--- config.mk ---
export PLATFORM = sky130hd
export DESIGN_NAME = branch_predictor
export DESIGN_NICKNAME = d
export VERILOG_FILES = /design/src/rtl/branch_predictor.sv
export SDC_FILE = /design/constraint.sdc
export NUM_CORES = 1
export LEC_CHECK = 0
export BUFFER_PORTS_ARGS = -buffer_cell sky130_fd_sc_hd__clkbuf_2
export CAP_MARGIN = 0
export CORE_MARGIN = 3
export CORE_UTILIZATION = 61
export CTS_BUF_LIST = sky130_fd_sc_hd__clkbuf_4 sky130_fd_sc_hd__clkbuf_8
export CTS_CLUSTER_DIAMETER = 50
export CTS_CLUSTER_SIZE = 20
export DETAILED_ROUTE_END_ITERATION = 10
export GPL_ROUTABILITY_DRIVEN = 0
export PLACE_DENSITY_LB_ADDON = 0.12
export SLEW_MARGIN = 15
export SYNTH_ARGS = -nofsm -noshare
export SYNTH_HDL_FRONTEND = slang
export SYNTH_SLANG_ARGS = --single-unit
--- constraint.sdc ---
create_clock -name clk -period 4.4 [get_ports clk]
set_clock_uncertainty 0.2 [all_clocks]
set_input_delay 0.44 -clock clk [delete_from_list [all_inputs] [get_ports clk]]
set_output_delay 0.44 -clock clk [all_outputs]
set_load 0.03 [all_outputs]
--- src/rtl/branch_predictor.sv ---
// branch_predictor: direct-mapped BTB with 2-bit counters, fetch lookup, decode-feedback training and mispredict redirect
module branch_predictor #(
  parameter int PC_SIZE    = 16,
  parameter int INDEX_BITS = 4,
  parameter int CNT_WIDTH  = 16
) (
  input  logic                 clk,
  input  logic                 n_rst,
  input  logic [PC_SIZE-1:0]   i_lookup_pc,
  output logic                 o_predict_taken,
  output logic [PC_SIZE-1:0]   o_predict_target,
  output logic                 o_predict_hit,
  input  logic                 i_fb_valid,
  input  logic                 i_fb_branch,
  input  logic [PC_SIZE-1:0]   i_fb_pc,
  input  logic                 i_fb_predict_taken,
  input  logic [PC_SIZE-1:0]   i_fb_predict_target,
  input  logic                 i_fb_feedback_taken,
  input  logic [PC_SIZE-1:0]   i_fb_feedback_target,
  output logic                 o_mispredict,
  output logic [PC_SIZE-1:0]   o_redirect_pc,
  output logic [CNT_WIDTH-1:0] o_branch_count,
  output logic [CNT_WIDTH-1:0] o_mispredict_count
);
  localparam int N  = 2 ** INDEX_BITS;
  localparam int TW = PC_SIZE - INDEX_BITS;
  logic                 r_valid  [N];
  logic [TW-1:0]        r_tag    [N];
  logic [PC_SIZE-1:0]   r_target [N];
  logic [1:0]           r_ctr    [N];
  logic [CNT_WIDTH-1:0] r_bcnt, r_mcnt;
  logic [INDEX_BITS-1:0] w_li, w_fi;
  logic [TW-1:0]        w_lt, w_ft;
  logic                 w_hit, w_fb_hit, w_mis_br;
  assign w_li = i_lookup_pc[INDEX_BITS-1:0];
  assign w_lt = i_lookup_pc[PC_SIZE-1:INDEX_BITS];
  assign w_fi = i_fb_pc[INDEX_BITS-1:0];
  assign w_ft = i_fb_pc[PC_SIZE-1:INDEX_BITS];
  assign w_hit    = r_valid[w_li] && r_tag[w_li] == w_lt;
  assign w_fb_hit = r_valid[w_fi] && r_tag[w_fi] == w_ft;
  assign o_predict_hit    = w_hit;
  assign o_predict_taken  = w_hit && r_ctr[w_li][1];
  assign o_predict_target = o_predict_taken ? r_target[w_li] : i_lookup_pc + 1'b1;
  assign w_mis_br = (i_fb_predict_taken != i_fb_feedback_taken) ||
                    (i_fb_predict_taken && i_fb_feedback_taken && i_fb_predict_target != i_fb_feedback_target);
  assign o_mispredict  = i_fb_valid && (i_fb_branch ? w_mis_br : i_fb_predict_taken);
  assign o_redirect_pc = (o_mispredict && i_fb_branch && i_fb_feedback_taken) ? i_fb_feedback_target
                                                                              : i_fb_pc + 1'b1;
  assign o_branch_count     = r_bcnt;
  assign o_mispredict_count = r_mcnt;
  always_ff @(posedge clk or negedge n_rst)
    if (!n_rst) begin
      for (int i = 0; i < N; i++) begin
        r_valid[i]  <= 1'b0;
        r_tag[i]    <= '0;
        r_target[i] <= '0;
        r_ctr[i]    <= 2'b01;
      end
      r_bcnt <= '0;
      r_mcnt <= '0;
    end else begin
      if (i_fb_valid && i_fb_branch && w_fb_hit) begin
        r_ctr[w_fi] <= i_fb_feedback_taken ? (&r_ctr[w_fi] ? 2'b11 : r_ctr[w_fi] + 2'b01)
                                           : (|r_ctr[w_fi] ? r_ctr[w_fi] - 2'b01 : 2'b00);
        if (i_fb_feedback_taken) r_target[w_fi] <= i_fb_feedback_target;
      end else if (i_fb_valid && i_fb_branch && i_fb_feedback_taken) begin
        r_valid[w_fi]  <= 1'b1;
        r_tag[w_fi]    <= w_ft;
        r_target[w_fi] <= i_fb_feedback_target;
        r_ctr[w_fi]    <= 2'b10;
      end else if (i_fb_valid && !i_fb_branch && w_fb_hit) begin
        r_valid[w_fi] <= 1'b0;
      end
      if (i_fb_valid && i_fb_branch && !(&r_bcnt)) r_bcnt <= r_bcnt + 1'b1;
      if (o_mispredict && !(&r_mcnt)) r_mcnt <= r_mcnt + 1'b1;
    end
endmodule

=== Word-level counts from Yosys, hierarchy flattened ===
Index checks and enable logic that the tools add are counted.

* Add/subtract/negate cells: 6
* $lt $le $gt $ge: 3
* Equality and inequality tests: 5
* Mux-type cells: 45
* Bitwise operators: 9
* Reduce and logical (&&, ||, !) cells: 29

{| class="wikitable"
|+ Operators by type and width
! cell !! count
|-
| $mux W256 || 3
|-
| $bwmux W256 || 1
|-
| $bwmux W192 || 1
|-
| $mux W16 || 7
|-
| $bmux W12 S4 || 2
|-
| $add A16 B1 Y16 const B || 4
|-
| $bmux W16 S4 || 1
|-
| $demux W16 S4 || 1
|-
| $mux W32 || 2
|-
| $mux W12 || 5
|-
| $demux W12 S4 || 1
|-
| $and A16 B16 Y16 || 2
|-
| $bwmux W32 || 1
|-
| $not A16 Y16 || 2
|-
| $or A16 B16 Y16 || 2
|-
| $reduce_and A16 Y1 || 2
|-
| $eq A12 B12 Y1 || 2
|-
| $bmux W2 S4 || 2
|-
| $logic_and A1 B1 Y1 || 16
|-
| $mux W2 || 8
|-
| $ne A16 B16 Y1 || 1
|-
| $ge A5 B5 Y1 const B || 2
|-
| $not A4 Y5 || 2
|-
| $bmux W1 S4 || 2
|-
| other kinds (14) || 25
|}

* Register bits: 528
* Output and inout bits: 67
* Logic and storage cells: 163

=== Longest topological paths before layout ===
Gate-level depths: netlist of the first run.

* Depth in word-level cells: 9
* Gate-level depth with buffers: 14
* Depth with buffers taken out: 8

=== Worst setup path before layout of the first run ===
No wires, ideal clock.

* Kind: in2out
* From: in i_lookup_pc[0]
* To: out o_predict_target[12]
* Data arrival time: 3.660 ns
* Required time: 3.760 ns
* Setup slack: 0.100 ns
* Cell stages on the path: 11
* Path buffers: 3
* Cell sequence: buf_6 mux4_1 mux2i_1 xor2_1 nand3_1 or4_4 a2111oi_4 and2_1 buf_6 buf_12 mux2_4

* Word-level cells in the longest chain between the ends: 8
* Elaborated cells on any way between the ends: 18

{| class="wikitable"
|+ RTL lines
! element !! line !! RTL
|-
| start: declaration || 9 || <nowiki>input logic [PC_SIZE-1:0] i_lookup_pc,</nowiki>
|-
| $not A4 Y5 (implied by the code) * || 39 || <nowiki>assign w_hit = r_valid[w_li] && r_tag[w_li] == w_lt;</nowiki>
|-
| $bmux W12 S4 || 39 ||
|-
| $mux W12 (implied by the code) (2 in a row) || 39 ||
|-
| $eq A12 B12 Y1 || 39 ||
|-
| $logic_and A1 B1 Y1 * || 39 ||
|-
| named net o_predict_hit || 12 || <nowiki>output logic o_predict_hit,</nowiki>
|-
| $logic_and A1 B1 Y1 * || 42 || <nowiki>assign o_predict_taken = w_hit && r_ctr[w_li][1];</nowiki>
|-
| named net o_predict_taken || 10 || <nowiki>output logic o_predict_taken,</nowiki>
|-
| $mux W16 * || 43 || <nowiki>assign o_predict_target = o_predict_taken ? r_target[w_li] : i_lookup_pc + 1'b1;</nowiki>
|-
| end: declaration || 11 || <nowiki>output logic [PC_SIZE-1:0] o_predict_target,</nowiki>
|}

Mark *: on every way through the listed nets, which the timed path passes. The rest lies on a longest branch. The select of a mux whose other input is x is not followed.

=== Worst setup path in the final report of the first run ===
* From: reg r_tag[146] in the netlist's numbering
* To: out o_predict_target[1]

* Word-level cells in the longest chain between the ends: 7

{| class="wikitable"
|+ RTL lines
! element !! line !! RTL
|-
| start: declaration || 28 || <nowiki>logic [TW-1:0] r_tag [N];</nowiki>
|-
| start signal: indexed assignment || 68 || <nowiki>r_tag[w_fi] <= w_ft;</nowiki>
|-
| $bmux W12 S4 || 39 ||
|-
| $mux W12 (implied by the code) (2 in a row) || 39 ||
|-
| $eq A12 B12 Y1 || 39 ||
|-
| $logic_and A1 B1 Y1 || 39 ||
|-
| $logic_and A1 B1 Y1 || 42 ||
|-
| $mux W16 || 43 ||
|}

Every way passes these cells. The select of a mux whose other input is x is not followed.

==> summary.md, run 1 <==
* **ratio of total power to cell area** 377 nW/um2
* **highest achievable clock rate** 0.225 GHz
* **final critical-path setup slack** -45.7 ps
* **global-route wire length before repair** 128000 um
* **switching power of the nets** 0.00367 W
* **share of power burned in registers** 0.501
* **cell class contributing the biggest share of worst-path delay** multiplexers
* **Routed Antenna Nets** 0
* **setup TNS after final layout** -361 ps
* **proportion of synthesized chip area in sequential cells** 0.471
* **routed length per placed instance** 27.0 um
* **depth of the CTS H-tree** 2
* **Critical-path top delay cell** sky130_fd_sc_hd__mux4_1
* **number of hold violations in the final report** 0
* **Synthesis Warnings** 0
* **post-synthesis sequential element count** 528
* **initial standard-cell utilization of the core** 0.627
* **failing checks** negative setup slack
* **Skew-Pair Late Insertion Delay** 710 ps
* **Mapped Cells** 2391
* **most frequent cells in the layout** sky130_fd_sc_hd__nand2_1, sky130_fd_sc_hd__dfrtp_1, sky130_fd_sc_hd__mux2_2, sky130_fd_sc_hd__mux4_2, sky130_fd_sc_hd__clkbuf_2
* **all-layer global routing usage** 0.357
* **area of the die** 48600 um2
* **proportion of register bits with asynchronous set or reset after synthesis** 1.00
* **switching power as a share of total power** 0.309
* **maximum fanout along the worst path** 3
* **placement-stage worst setup slack** 43.3 ps
* **Buf/Inv on CP** 3
* **TritonCTS clock tree** built
* **drt drc** 0
* **Avg Cell Area, Syn** 11.7 um2
* **buffer cell driving the clock tree root** sky130_fd_sc_hd__clkbuf_8
* **pin count of the biggest net entering global routing** 114
* **routed wire length** 85100 um
* **DRT Pass-1 Iters** 5
* **clock buffer depth** 3
* **Clk network pwr share** 0.297
* **run status** complete, but fails checks
* **Worst Max-Slew Pin Slew** 934 ps
* **vias in the first global route** 21000
* **antenna violations before repair** 1
* **Cell Chain, Critical Path** mux4_1 > mux2i_1 > xor2_1 > nand3_1 > or4_4 > a2111oi_4 > buf_4 > and2_4 > buf_6 > mux2_4 > buf_8
* **count of maximum capacitance violations** 0
* **count of flip-flops with a built-in enable after synthesis** 0
* **Netlist Area Pre-Place** 28100 um2
* **total leakage power** 14.8 nW
* **Worst Setup Start Kind** register
* **number of port buffers** 136
* **Most used DFF post-synth** sky130_fd_sc_hd__dfrtp_1
* **height of the die** 221 um
* **unrepaired setup endpoints after global routing** yes
* **fraction of final layout cells sized beyond drive strength 1** 0.342
* **Syn-to-layout area delta** 12.3%
* **commonest non-fill, non-tap cell in the layout** sky130_fd_sc_hd__nand2_1
* **number of buffers added by the clock tree synthesis step** 51
* **violation count after the first detailed-routing iteration** 2573
* **count of endpoints failing setup in the final report** 9
* **horizontal extent of the die** 221 um
* **remaining global-route overflow** 0
* **path category of the worst min-delay check** input port to register
* **vias per cell** 6.65
* **required time of the worst setup path** 3760 ps
* **Gate power share** 0.202
* **final worst path period share** 1.01
* **number of sinks driven by the clock tree** 528
* **minimum clock period** 4450 ps
* **Via Count** 21000
* **Peak supply drop** 0.530 mV
* **delay of the slowest cell on the worst path** 500 ps
* **Nets** 2599
* **cell row count** 77
* **Syn Nets** 2469
* **classification of the worst setup path** register to output port
* **area of the core** 44800 um2
* **Clock Pin Slew Worst Setup and Hold Paths** 120 ps
* **setup slack on the worst flop-to-flop path** 680 ps
* **relative slew slack** 0.377
* **Crit path arrival time** 3810 ps
* **Pins Over Slew Limit** 0
* **number of distinct library cell variants in the gate-level netlist after synthesis** 71
* **internal portion of total power** 0.00820 W
* **Detail Placement HPWL** 55200 um
* **top-level I/O count** 137
* **Critical Path Sink Type** output port
-- tightest hold or removal path, stage by stage --
cell and delay, ps:
sky130_fd_sc_hd__clkbuf_2 300, sky130_fd_sc_hd__nand2_1 140, sky130_fd_sc_hd__nand2_1 50
-- cells in the mapped netlist (all sizes together), types with 3 or more instances --
cell type,count,area share
a221oi,4,0.0012
a21o,16,0.0043
a311oi,3,0.00094
ha,8,0.0036
a2111oi,4,0.0030
buf,80,0.016
o311ai,13,0.0041
mux2,313,0.13
nand2b,5,0.0011
nand3,73,0.013
o31a,8,0.0025
a22o,5,0.0016
o311a,6,0.0021
nand2,558,0.075
mux4,177,0.14
a21oi,36,0.0064
o21ai,35,0.0062
a31o,3,0.00094
and4,4,0.0012
nor3,11,0.0020
dfrtp,512,0.46
nor2,79,0.011
a31oi,19,0.0042
a22oi,7,0.0019
dfstp,16,0.015
nor4,11,0.0032
o22ai,6,0.0013
or2,3,0.00067
and3,15,0.0033
nor2b,8,0.0018
mux2i,59,0.021
nand4,15,0.0033
clkbuf,117,0.016
xor2,49,0.015
xnor2,60,0.019
and2,6,0.0013
inv,18,0.0024
a211oi,6,0.0016
-- sequential cells by signal, indices dropped and copies added, names as in the netlist, named ones only --
name	count
r_target	256
r_tag	192
o_branch_count	16
r_ctr	32
o_mispredict_count	16
-- timing repair --
| action | CTS | global route |
|---|---|---|
| endpoints found under the hold margin | 198 | 0 |
| setup buffers | 7 | 4 |
| gates cloned | 0 | 1 |
| pin swaps | 4 | 6 |
| endpoints found under the setup margin | 17 | 32 |
| gates resized for setup | 34 | 56 |
| hold buffers | 12 | 0 |
-- kinds of logic (layout without fill, tap and decap cells) --
logic type,Yosys count,after routing,share of synthesized area
xor+xnor,109,109,0.0340
flops,528,528,0.471
fa+ha+maj,8,8,0.00357
compound gates,187,187,0.0472
simple gates,795,795,0.119
buf+inv,215,386,0.0344
mux,549,549,0.291
other cells,0,1,0
-- layer usage --
layer	routed length, um	vias to the layer above	global-route usage
li1	-	8787	-
met1	32900	10600	0.492
met3	10500	228	0.115
met4	3390	0	0.132
met2	38400	1335	0.538
met5	0	-	0
-- path summary, 6_finish.rpt --
| kind | cells past startpoint | start | to |
|---|---|---|---|
| min reg2reg | 2 | r_target[20]$_DFFE_PN0P_ | r_target[20]$_DFFE_PN0P_ |
| max in group asynchronous | 3 | n_rst | r_tag[51]$_DFFE_PN0P_ |
| min | 3 | i_fb_feedback_target[13] | r_target[93]$_DFFE_PN0P_ |
| max | 11 | r_tag[146]$_DFFE_PN0P_ | o_predict_target[1] |
| max reg2reg | 9 | r_tag[66]$_DFFE_PN0P_ | r_ctr[24]$_DFFE_PN1P_ |
| min in group asynchronous | 2 | n_rst | r_target[191]$_DFFE_PN0P_ |
-- power by group through the flow --
stage | Sequential, W | Clock [W] | Combinational, W
5_1_grt | 0.00602 | 0.00380 | 0.00257
6_report | 0.00595 | 0.00352 | 0.00240
4_1_cts | 0.00593 | 0.00358 | 0.00236
3_3_place_gp | 0.00598 | 0 | 0.00225
2_1_floorplan | 0.00596 | 0 | 0.00157
3_5_place_dp | 0.00602 | 0 | 0.00231
-- per-stage QoR --
step	std cells	cell area (um2)	hold WS (ps)	utilization	total power [W]
after floorplan	2391	28100	-55.6	-	0.00753
after global placement	3036	29900	252	0.667	0.00824
after detailed placement	3036	29900	257	0.667	0.00834
after CTS	3149	31400	1.76	0.701	0.0119
after global routing	3154	31500	42.7	0.704	0.0124
final	3155	31500	59.9	0.704	0.0119
-- final cells by class --
type / count / area, um2
multi-input combinational: 1648 / 14000
fill: 3180 / 13300
sequential: 528 / 13200
timing repair buffer: 274 / 2260
clock buffer: 56 / 746
tap: 592 / 741
clock inverter: 38 / 459
inverter: 18 / 67.6
antenna: 1 / 2.50
Power figures use the tool's default switching activity.
==> inputs of run 2 (changes only) <==
Settings changed: CTS_CLUSTER_SIZE 20 to 12, TNS_END_PERCENT set to 20.
Clock period 4.4 ns to 4.6 ns, I/O delays scaled along.
==> summary.md, run 2 (same netlist as run 1, synthesis figures left out) <==
* **run status** finished, final reports clean
* **highest achievable clock rate** 0.220 GHz
* **top-level I/O count** 137
* **number of buffers added by the clock tree synthesis step** 56
* **all-layer global routing usage** 0.362
* **required time of the worst setup path** 3940 ps
* **max FFs per register** 256
* **Routed Antenna Nets** 0
* **count of maximum capacitance violations** 0
* **Cell Chain, Critical Path** mux4_1 > mux2i_1 > xor2_1 > nand3_1 > or4_4 > a2111oi_4 > and2_4 > buf_6 > mux2_2 > clkbuf_8
* **routed length per placed instance** 27.4 um
* **area of the core** 44800 um2
* **path category of the worst min-delay check** input port to register
* **delay of the slowest cell on the worst path** 510 ps
* **fraction of final layout cells sized beyond drive strength 1** 0.337
* **Buf/Inv on CP** 2
* **end point of the critical path** o_predict_target[6]
* **worst hold slack across all endpoints** 51.4 ps
* **initial standard-cell utilization of the core** 0.627
* **area of the die** 48600 um2
* **minimum clock period** 4540 ps
* **ratio of total power to cell area** 357 nW/um2
* **Reg-to-Reg End** r_ctr[30]$_DFFE_PN1P_
* **cell class contributing the biggest share of worst-path delay** multiplexers
* **TritonCTS clock tree** built
* **global-route track usage on met1** 0.512
* **horizontal extent of the die** 221 um
* **buffer cell driving the clock tree root** sky130_fd_sc_hd__clkbuf_8
* **DRT Pass-1 Iters** 6
* **Nets** 2591
* **unrepaired setup endpoints after global routing** yes
* **height of the die** 221 um
* **remaining global-route overflow** 0
* **post-placement cell area** 29900 um2
* **global routing met2 resource utilization** 0.543
* **Worst Setup Start Kind** register
* **maximum fanout along the worst path** 6
* **vias in the first global route** 21400
* **Peak supply drop** 0.465 mV
* **setup slack on the worst flop-to-flop path** 870 ps
* **FF+latch area** 13200 um2
* **Critical Path Sink Type** output port
* **classification of the worst setup path** register to output port
* **antenna violations before repair** 0
* **relative slew slack** 0.403
* **violation count after the first detailed-routing iteration** 2693
* **vias per cell** 6.66
* **area of combinational cells with multiple inputs** 14000 um2
* **crit path from** r_tag[146]$_DFFE_PN0P_
* **clock buffer depth** 3
* **Critical-path top delay cell** sky130_fd_sc_hd__mux4_1
* **Detail Placement HPWL** 56400 um
* **drt drc** 0
* **Hold Path Depth** 4
* **Post-Layout Inst Area** 31200 um2
* **reg2reg path depth** 9
* **Pins Over Slew Limit** 0
* **biggest registers after layout** r_target: 256 flops, r_tag: 192 flops, r_ctr: 32 flops
* **Antenna Cells** 0
* **Clock Pin Slew Worst Setup and Hold Paths** 90 ps
* **most flop-heavy register** r_target
* **number of port buffers** 136
* **Via Count** 20900
* **number of fill cells in the layout** 3213
* **worst flop-to-flop path startpoint** r_tag[54]$_DFFE_PN0P_
* **number of sinks driven by the clock tree** 528
* **count of endpoints failing setup in the final report** 0
* **number of hold violations in the final report** 0
* **Worst Max-Slew Pin Slew** 895 ps
* **most frequent cells in the layout** sky130_fd_sc_hd__nand2_1, sky130_fd_sc_hd__dfrtp_1, sky130_fd_sc_hd__mux2_2, sky130_fd_sc_hd__mux4_2, sky130_fd_sc_hd__clkbuf_2
* **commonest non-fill, non-tap cell in the layout** sky130_fd_sc_hd__nand2_1
* **Most Used Layer, Global Route** met2
* **Skew-Pair Late Insertion Delay** 690 ps
* **final worst path period share** 0.987
* **critical path depth** 10
* **pin count of the biggest net entering global routing** 114
* **Crit path arrival time** 3880 ps
* **grt met3 use** 0.101
* **Syn-to-layout area delta** 11.1%
* **cell row count** 77
* **total leakage power** 14.7 nW
* **global-route wire length before repair** 131000 um
* **depth of the CTS H-tree** 2
* **routed wire length** 86000 um
[run 2: cell types whose count changed in the layout (fill, tap and decap cells not counted), moves of 6 or more]
cell | before | now
sky130_fd_sc_hd__clkbuf_8 | 53 | 65
sky130_fd_sc_hd__inv_6 | 8 | 0
sky130_fd_sc_hd__dlygate4sd3_1 | 12 | 5
sky130_fd_sc_hd__clkinvlp_4 | 9 | 3
sky130_fd_sc_hd__inv_8 | 8 | 2
[run 2: repair_timing]
action / CTS / global route
endpoints found under the hold margin: 118 / 0
pin swaps: 4 / 0
hold buffers: 5 / 0
setup endpoints to repair: 17 / 17
buffers inserted: 3 / 1
resized for setup: 17 / 31
[run 2: final cells by class]
type                       count  share of cell area
clock buffer                  74              0.0305
tap                          592              0.0238
inverter                      18             0.00217
clock inverter                16             0.00518
multi-input combinational   1648               0.448
timing repair buffer         261              0.0660
sequential                   528               0.424
[run 2: how the worst min path moves through the flow]
stage / to / slack [ps] / start
after floorplan: asynchronous set/reset pin / -40 / n_rst
after global placement: r_target[174]$_DFFE_PN0P_ / 250 / r_target[174]$_DFFE_PN0P_
after detailed placement: r_target[57]$_DFFE_PN0P_ / 260 / r_target[57]$_DFFE_PN0P_
after CTS: r_target[35]$_DFFE_PN0P_ / 3 / i_fb_feedback_target[3]
after global routing: r_target[67]$_DFFE_PN0P_ / 20 / i_fb_feedback_target[3]
final: r_target[99]$_DFFE_PN0P_ / 50 / i_fb_feedback_target[3]
[run 2: where the power goes]
group	internal (W)	switching, W	total [W]
combinational	0.00109	0.00118	0.00227
sequential	0.00525	0.000454	0.00570
clock	0.00146	0.00171	0.00317
total	0.00780	0.00334	0.0111
[run 2: worst reg2reg max path, cell delays in order (launching register included)]
cell and delay (ps):
sky130_fd_sc_hd__dfrtp_1 410, sky130_fd_sc_hd__mux4_2 480, sky130_fd_sc_hd__mux2i_1 210, sky130_fd_sc_hd__xor2_1 320, sky130_fd_sc_hd__nor2_1 150, sky130_fd_sc_hd__nor4_1 430, sky130_fd_sc_hd__or4b_1 620, sky130_fd_sc_hd__buf_4 280
sky130_fd_sc_hd__o311ai_0 380, sky130_fd_sc_hd__o21ai_0 150
[run 2: per-stage QoR]
| stage | TNS [ps] | cells | setup WS, ps | total power, W | utilization |
|---|---|---|---|---|---|
| global placement | 0 | 3038 | 189 | 0.00788 | 0.667 |
| detailed placement | 0 | 3038 | 112 | 0.00798 | 0.667 |
| finish | 0 | 3137 | 57.6 | 0.0111 | 0.696 |
| global route | -225 | 3137 | -44.4 | 0.0116 | 0.696 |
| CTS | 0 | 3136 | 8.47 | 0.0111 | 0.695 |
| floorplan | 0 | 2391 | 260 | 0.00720 | - |
[run 2: routing by layer]
| metal | vias up | part of all wire |
|---|---|---|
| li1 | 8740 | - |
| met1 | 10700 | 0.39 |
| met2 | 1255 | 0.45 |
| met3 | 239 | 0.12 |
| met4 | 0 | 0.044 |
| met5 | - | 0 |
